[src/rtl/truth_table_scanner_pkg.sv]
// Shared definitions for the truth-table scanner.
//   MODE_* : 2-bit function-select codes driven on the scanner's mode port
//   state_e: scanner FSM state encoding
package truth_table_scanner_pkg;

  localparam logic [1:0] MODE_XOR  = 2'd0;
  localparam logic [1:0] MODE_XNOR = 2'd1;
  localparam logic [1:0] MODE_AND  = 2'd2;
  localparam logic [1:0] MODE_OR   = 2'd3;

  typedef enum logic [1:0] {
    ST_IDLE = 2'd0,
    ST_RUN  = 2'd1,
    ST_DONE = 2'd2
  } state_e;

endpackage

[src/rtl/truth_table_scanner_if.sv]
// Row stream carried from the scanner to a row consumer.
//   row_valid : row_in/row_s hold a valid row        (master -> slave)
//   row_ready : consumer accepts the row              (slave -> master)
//   row_in    : input combination (row index), N bits (master -> slave)
//   row_s     : function value for row_in             (master -> slave)
interface truth_table_scanner_if #(parameter int N = 3);

  logic         row_valid;
  logic         row_ready;
  logic [N-1:0] row_in;
  logic         row_s;

  modport master (output row_valid, row_in, row_s, input row_ready);
  modport slave  (input row_valid, row_in, row_s, output row_ready);

endinterface

[src/rtl/truth_table_scanner_tt_eval.sv]
// tt_eval: combinational boolean function over the masked inputs.
//   vec  : input combination, bit N-1 is the MSB
//   mask : bit i = 1 includes vec[i] in the function
//   mode : MODE_XOR / MODE_XNOR / MODE_AND / MODE_OR
//   s    : function value
// An empty mask gives XOR=0, XNOR=1, AND=1 (empty product), OR=0.
module tt_eval
  import truth_table_scanner_pkg::*;
#(
  parameter int N = 3
) (
  input  logic [N-1:0] vec,
  input  logic [N-1:0] mask,
  input  logic [1:0]   mode,
  output logic         s
);

  logic [N-1:0] sel;
  assign sel = vec & mask;

  always_comb begin
    s = 1'b0;
    case (mode)
      MODE_XOR:  s = ^sel;
      MODE_XNOR: s = ~^sel;
      // Unselected inputs are forced to 1 so they drop out of the product.
      MODE_AND:  s = &(vec | ~mask);
      MODE_OR:   s = |sel;
      default:   s = 1'b0;
    endcase
  end

endmodule

[src/rtl/truth_table_scanner.sv]
// truth_table_scanner: on start, walks rows 0..2^N-1, evaluates the selected
// function over the masked inputs and streams each row over valid/ready.
// A minterm bitmap and ones count are built up and are valid from done.
//   clk, reset      : clock, synchronous active-high reset
//   start           : begin a sweep (only looked at in IDLE)
//   mode, mask      : function select and input mask, latched at start
//   busy, done      : high in RUN / one-cycle pulse at sweep end
//   row             : row stream (master side)
//   minterms        : bit i = f(i)
//   ones_cnt        : number of rows with f = 1, 0..ROWS
module truth_table_scanner
  import truth_table_scanner_pkg::*;
#(
  parameter  int N    = 3,
  localparam int ROWS = 1 << N
) (
  input  logic                   clk,
  input  logic                   reset,
  input  logic                   start,
  input  logic [1:0]             mode,
  input  logic [N-1:0]           mask,
  output logic                   busy,
  output logic                   done,
  truth_table_scanner_if.master  row,
  output logic [ROWS-1:0]        minterms,
  output logic [N:0]             ones_cnt
);

  localparam logic [N-1:0] LAST = '1;

  state_e       state, state_nxt;
  logic [N-1:0] cnt;
  logic [1:0]   mode_q;
  logic [N-1:0] mask_q;
  logic         f;
  logic         fire;

  tt_eval #(.N(N)) u_eval (
    .vec  (cnt),
    .mask (mask_q),
    .mode (mode_q),
    .s    (f)
  );

  assign busy          = (state == ST_RUN);
  assign done          = (state == ST_DONE);
  assign row.row_valid = busy;
  assign row.row_in    = cnt;
  // Gate with busy so a stale value from the last row never leaks out in IDLE.
  assign row.row_s     = busy & f;
  assign fire          = busy & row.row_ready;

  always_comb begin
    state_nxt = state;
    case (state)
      ST_IDLE: if (start) state_nxt = ST_RUN;
      ST_RUN:  if (fire && cnt == LAST) state_nxt = ST_DONE;
      ST_DONE: state_nxt = ST_IDLE;
      default: state_nxt = ST_IDLE;
    endcase
  end

  always_ff @(posedge clk) begin
    if (reset) begin
      state    <= ST_IDLE;
      cnt      <= '0;
      mode_q   <= '0;
      mask_q   <= '0;
      minterms <= '0;
      ones_cnt <= '0;
    end else begin
      state <= state_nxt;
      if (state == ST_IDLE && start) begin
        mode_q   <= mode;
        mask_q   <= mask;
        cnt      <= '0;
        minterms <= '0;
        ones_cnt <= '0;
      end else if (fire) begin
        minterms[cnt] <= f;
        ones_cnt      <= ones_cnt + {{N{1'b0}}, f};
        // Counter parks on the last row rather than wrapping.
        if (cnt != LAST) cnt <= cnt + 1'b1;
      end
    end
  end

endmodule

[src/flat_wrapper.sv]
// flat-port wrapper written by rule: the top's interface ports become plain ports
module truth_table_scanner_flat import truth_table_scanner_pkg::*;
#(
  parameter  int N    = 3,
  localparam int ROWS = 1 << N
)
  (clk, reset, start, mode, mask, busy, done, minterms, ones_cnt, row_row_valid, row_row_in, row_row_s, row_row_ready);
  truth_table_scanner_if #(.N(N)) row_i ();
  input  logic clk;
  input  logic reset;
  input  logic start;
  input  logic [1:0] mode;
  input  logic [N-1:0] mask;
  output logic busy;
  output logic done;
  output logic [ROWS-1:0] minterms;
  output logic [N:0] ones_cnt;
  output wire logic [$bits(row_i.row_valid)-1:0] row_row_valid;
  output wire logic [$bits(row_i.row_in)-1:0] row_row_in;
  output wire logic [$bits(row_i.row_s)-1:0] row_row_s;
  input wire logic [$bits(row_i.row_ready)-1:0] row_row_ready;
  assign row_row_valid = row_i.row_valid;
  assign row_row_in = row_i.row_in;
  assign row_row_s = row_i.row_s;
  assign row_i.row_ready = row_row_ready;
  truth_table_scanner #(.N(N)) u_core (.clk(clk), .reset(reset), .start(start), .mode(mode), .mask(mask), .busy(busy), .done(done), .row(row_i), .minterms(minterms), .ones_cnt(ones_cnt));
endmodule
[config.mk]
export PLATFORM = sky130hd
export DESIGN_NAME = truth_table_scanner_flat
export DESIGN_NICKNAME = d
export VERILOG_FILES = /design/src/rtl/truth_table_scanner_pkg.sv /design/src/rtl/truth_table_scanner_if.sv /design/src/rtl/truth_table_scanner_tt_eval.sv /design/src/rtl/truth_table_scanner.sv /design/src/flat_wrapper.sv
export SDC_FILE = /design/constraint.sdc
export NUM_CORES = 1
export LEC_CHECK = 0
export CAP_MARGIN = 30
export CELL_PAD_IN_SITES_DETAIL_PLACEMENT = 1
export CELL_PAD_IN_SITES_GLOBAL_PLACEMENT = 1
export CORE_MARGIN = 4
export CORE_UTILIZATION = 35
export CTS_CLUSTER_SIZE = 8
export DETAILED_ROUTE_END_ITERATION = 8
export PLACE_DENSITY_LB_ADDON = 0.2
export SLEW_MARGIN = 20
export SYNTH_ARGS = -nofsm -noshare
export SYNTH_HDL_FRONTEND = slang
export SYNTH_SLANG_ARGS = --single-unit
[constraint.sdc]
create_clock -name clk -period 2.9 [get_ports clk]
set_input_delay 0.58 -clock clk [delete_from_list [all_inputs] [get_ports clk]]
set_output_delay 0.58 -clock clk [all_outputs]
set_load 0.02 [all_outputs]
Word level (Yosys, flattened, before mapping)
Index checks and enable logic that the tools add are counted.
- register bits: 22
- input bits: 9
- output and inout port bits: 19
- logic and storage cells: 43
- $add $sub $neg: 2
- magnitude comparators: 2
- equality and inequality tests: 9
- muxes and demuxes: 7
- bitwise operators: 5
- reduce and logical (&&, ||, !) cells: 12
- operators by type and width (operator ; count):
    bitwise mux 8 bit ; 1
    == test 2 bit (second input constant) ; 3
    adder 4 x 1 -> 4 bit ; 1
    == test 2 x 1 -> 1 bit (second input constant) ; 2
    zero test 2 bit ; 2
    < comparator 3 x 4 -> 1 bit (second input constant) ; 1
    2-to-1 mux 2 bit ; 2
    inequality test 2 bit (second input constant) ; 2
    one-hot mux 1 bit (4 select lines) ; 1
    one-hot mux 2 bit (2 select lines) ; 1
    AND reduction 2 bit ; 2
    adder 3 x 1 -> 3 bit (second input constant) ; 1
    bitwise AND 3 bit ; 1
    demux 1 bit (select 3 bit) ; 1
    == test 3 bit (second input constant) ; 1
    >= comparator 3 x 1 -> 1 bit (second input constant) ; 1
    logical AND 1 bit ; 3
    inequality test 3 bit (second input constant) ; 1
    NOT 3 bit ; 1
    bitwise OR 3 bit ; 1
    AND reduction 3 bit ; 1
    OR reduction 3 bit ; 1
    XNOR reduction 3 bit ; 1
    parity 3 bit ; 1
    other kinds (3) ; 4

Depth between registers and ports, before layout
- word-level depth: 5
- mapped depth: 12

Hierarchy
Synthesis repeated with hierarchy kept, for this count alone.
- cell total of the unflattened synthesis: 119
- area total of the unflattened synthesis: 1116.1 um^2
- modules (own cells, without submodules) (module ; times used ; cells each ; area an instance (um^2) ; sequential area each (um^2)):
    truth_table_scanner ; 1 ; 105 ; 1007.2 ; 440.4
    tt_eval ; 1 ; 14 ; 108.9 ; 0.0

Worst setup path before layout
No wires, ideal clock.
- kind: flip-flop to output port
- start point: reg u_core.cnt[0], in the netlist u_core.row.row_in[0]
- end point: out row_row_s
- data arrival time: 1.822 ns
- data required time: 2.320 ns
- setup slack: 0.498 ns
- cell stages (with the launch flop): 8
- path buffers: 1
- cells stage by stage: dfxtp_1 -> buf_2 -> nand2_1 -> ha_1 -> xor2_1 -> xnor2_1 -> o22ai_2 -> nor2b_1
- cells in the longest elaborated chain, start to end: 4
- RTL lines (item ; line ; source):
    from (decl) ; truth_table_scanner.sv:32 ; logic [N-1:0] cnt;
    from (signal assigned) ; truth_table_scanner.sv:83 ; if (cnt != LAST) cnt <= cnt + 1'b1;
    bitwise AND 3 bit / bitwise OR 3 bit (equally long branches) ; truth_table_scanner_tt_eval.sv:19, truth_table_scanner_tt_eval.sv:27 ;
    OR reduction 3 bit (tied with other cells) ; truth_table_scanner_tt_eval.sv:28 ; MODE_OR: s = |sel;
    one-hot mux 1 bit (4 select lines) * ; truth_table_scanner_tt_eval.sv:23 ; case (mode)
    bitwise AND 1 bit * ; truth_table_scanner.sv:50 ; assign row.row_s = busy & f;
    to (decl) ; flat_wrapper.sv:20 ; output wire logic [$bits(row_i.row_s)-1:0] row_row_s;
Mark *: on every way between the ends. The rest lies on a longest branch, timed or not.

Final worst setup path
- start point: reg u_core.mask_q[1]
- end point: out row_row_s
- cells in the longest elaborated chain, start to end: 5
- RTL lines (item ; line ; source):
    from (decl) ; truth_table_scanner.sv:34 ; logic [N-1:0] mask_q;
    from (signal assigned) ; truth_table_scanner.sv:75 ; mask_q <= mask;
    NOT 3 bit ; truth_table_scanner_tt_eval.sv:27 ; MODE_AND: s = &(vec | ~mask);
    bitwise OR 3 bit ; truth_table_scanner_tt_eval.sv:27 ;
    AND reduction 3 bit ; truth_table_scanner_tt_eval.sv:27 ;
    one-hot mux 1 bit (4 select lines) * ; truth_table_scanner_tt_eval.sv:23 ;
    bitwise AND 1 bit * ; truth_table_scanner.sv:50 ;
Marks and branches as above.

==> results.yml <==
outcome:
  status: "complete, no violations"
layout:
  instances_no_fill: 177
  layout-drive-gt1-share_pct: 7.53
  fillers: 338
  nets: 161
  seqCellArea_sq_um: 440
  final_core_utilization_pct: 50.0
  final_cell_mix: "clkdlybuf4s50_1, dfxtp_1, nand2_1, nor2_1, nand3_1"
  multi_input_area_sq_um: 557
  final_common_cell: "clkdlybuf4s50_1"
  area_delta_synth_final_pct: 33.8
  diodes: 0
detailed_routing:
  num_vias: 925
  vias_per_cell: 5.23
  drtIter0Drc: 29
  dr.pass1.iters: 4
  drc_errors: 0
  wire_per_inst_um: 15.5
  totalWireLength_um: 2740
  drtAntennaViolNets: 0
yosys:
  yosysWarnings: 0
  synthDistinctLibCells: 27
  synth_fa_ha_area_share_pct: 5.97
  synth_compound_area_share_pct: 12.5
  ys_seq_area_share_pct: 42.0
  syn_nets: 131
  yosys.area_share.simple_pct: 25.7
  synth_cells: 117
  synth-seq-cells: 22
  synth_top_family_by_area: "simple AND/OR/NAND/NOR gates"
  syn_area_per_cell_sq_um: 8.96
  yosys-mux-area-fraction_pct: 4.77
  synth-xor-area-share_pct: 4.18
  syn_area_sq_um: 1050
setup_path:
  path_cells: "nand2_1 > ha_1 > xor2_1 > xnor2_1 > o22ai_2 > nor2b_1 > dlymetal6s2s_1"
  cp-start-kind: "register"
  cp_max_fo: 3
  arrival_ns: 1.89
  crit_path_max_incr_delay_ns: 0.38
  cp.required_ns: 2.32
  critPathSlowestCell: "dfxtp_1"
  worstSetupPathType: "register to primary output"
  r2r_slack_ns: 0.63
  critPathCaptureType: "primary output"
clock_network:
  path_clk_slew_ns: 0.13
  cts_tree: "yes"
  htree_levels: 1
  ctsLongestPathBuffers: 2
  cts_buffers: 3
  cts_setup_buffers: 0
  clockRootBuffer: "clkbuf_4"
  clock-sinks: 22
  worstSkewPairLatency_ns: 0.31
placement:
  place_inst: 173
  dp_hpwl_um: 2130
  port-buffer-count: 27
  gp_congestion: 0.701
global_route:
  grt_pass1_wl_um: 4890
  grt_pass1_vias: 1029
  grt_overflow_total: 0
  grt_max_degree: 16
  grt_usage_pct: 15.3
  antenna_found_initial: 0
sta:
  fin_skew_ns: 0.0106
  fmax_mhz: 404
  fin_crit_sh_pct: 85.3
  whs_ns: 0.476
  setup-violations-final: 0
  rsz0062_at_grt: "no"
  min_period_ns: 2.47
  fin_tns_setup_ns: 0
  slew_headroom_pct: 62.5
  finalHoldViolCount: 0
  slew_violations: 0
  worstMarginPinSlew_ns: 0.563
min_path:
  hp-class: "register to register"
floorplanning:
  num_rows: 19
  pin_count: 28
  coreArea_sq_um: 2810
  dieArea_sq_um: 3940
  floorplan.initialDensity_pct: 37.4
  die_x_um: 62.7
  die_height_um: 62.7
power_and_ir_drop:
  power_density_nw_per_um2: 454
  irDropWorstVdd_mv: 0.476
  leakagePower_nw: 0.551
  p_total_w: 0.000637
run:
  maxCapViolations: 0
==> cells by family after synthesis <==
family                     Yosys count
adders and majority gates            5
DFF                                 22
buffers and inverters                8
and+or+nand+nor                     54
xor gates and xnor gates             5
muxes                                5
AOI/OAI and AO/OA                   18
==> synthesized netlist by cell type <==
master / number / area [sq um]
o31ai_1: 8 / 60.1
nor3b_1: 2 / 15.0
inv_1: 1 / 3.75
o21ai_0: 2 / 10.0
nor2b_1: 7 / 43.8
and2b_1: 1 / 7.51
nand2_1: 14 / 52.6
o41ai_2: 1 / 16.3
buf_4: 1 / 7.51
buf_2: 2 / 10.0
a21boi_0: 1 / 7.51
xor2_1: 3 / 26.3
and3b_1: 1 / 8.76
buf_6: 2 / 22.5
dfxtp_1: 22 / 440
o22ai_2: 1 / 12.5
nand3_1: 12 / 60.1
or2_1: 1 / 6.26
nand4_1: 2 / 12.5
clkbuf_1: 2 / 7.51
ha_1: 5 / 62.6
nor4bb_1: 1 / 10.0
nand3b_1: 1 / 7.51
xnor2_1: 2 / 17.5
a21oi_1: 5 / 25.0
nor2_1: 12 / 45.0
mux2i_1: 5 / 50.1
==> layout make-up <==
class / instances / share of cell area, %
clock buffers: 3 / 1.61
flip-flops and latches: 22 / 31.4
well taps: 31 / 2.77
clock inverters: 1 / 2.14
repair buffers: 32 / 22.1
multi-input cells: 87 / 39.7
inverters: 1 / 0.268
==> where the power goes <==
| part | total (W) | internal (W) | switching (W) |
|---|---|---|---|
| Clock | 0.000237 | 0.000140 | 0.0000975 |
| Sequential | 0.000316 | 0.000309 | 0.00000686 |
| Combinational | 0.0000840 | 0.0000381 | 0.0000459 |
| Total | 0.000637 | 0.000487 | 0.000150 |
==> flip-flops by register name, indices dropped and copies added (netlist names) <==
register and cells:
u_core.mask_q 3, u_core.mode_q 2, u_core.row.row_in 3, u_core.state 2, u_core.ones_cnt 4, u_core.minterms 8
==> critical path: cells and delay by family, from the launching register on <==
| family | cells | cell delay [ns] |
|---|---|---|
| xor gates and xnor gates | 2 | 0.35 |
| AOI/OAI and AO/OA | 1 | 0.12 |
| adders and majority gates | 1 | 0.29 |
| and+or+nand+nor | 2 | 0.20 |
| DFF | 1 | 0.38 |
| buffers and inverters | 1 | 0.23 |
==> stage by stage <==
step                setup WS, ns  cell area, sq um
floorplan                  0.498              1050
global placement           0.493              1350
detailed placement         0.405              1350
CTS                      0.00315              1400
global route               0.266              1400
finish                     0.427              1400
==> what timing repair did <==
action	in CTS	in global routing
gates resized for setup	0	1
hold buffers	0	0
endpoints found under the setup margin	0	1
==> layer usage <==
layer | vias up | global-route usage, % | share of wire, %
li1 | 464 | - | -
met4 | 0 | 3.31 | 0.51
met5 | - | 0 | 0
met2 | 19 | 27.2 | 50
met1 | 440 | 18.4 | 46
met3 | 2 | 4.14 | 3.5
==> path summary, 6_finish.rpt <==
| check | depth (start not counted) | to | from |
|---|---|---|---|
| max | 7 | row_row_s | u_core.mask_q[1] |
| min reg2reg | 2 | u_core.minterms[4] | u_core.minterms[4] |
| max reg2reg | 12 | u_core.ones_cnt[2] | u_core.mask_q[1] |
| min | 2 | u_core.minterms[4] | u_core.minterms[4] |
Note: power is estimated with default switching activity, not from simulation.
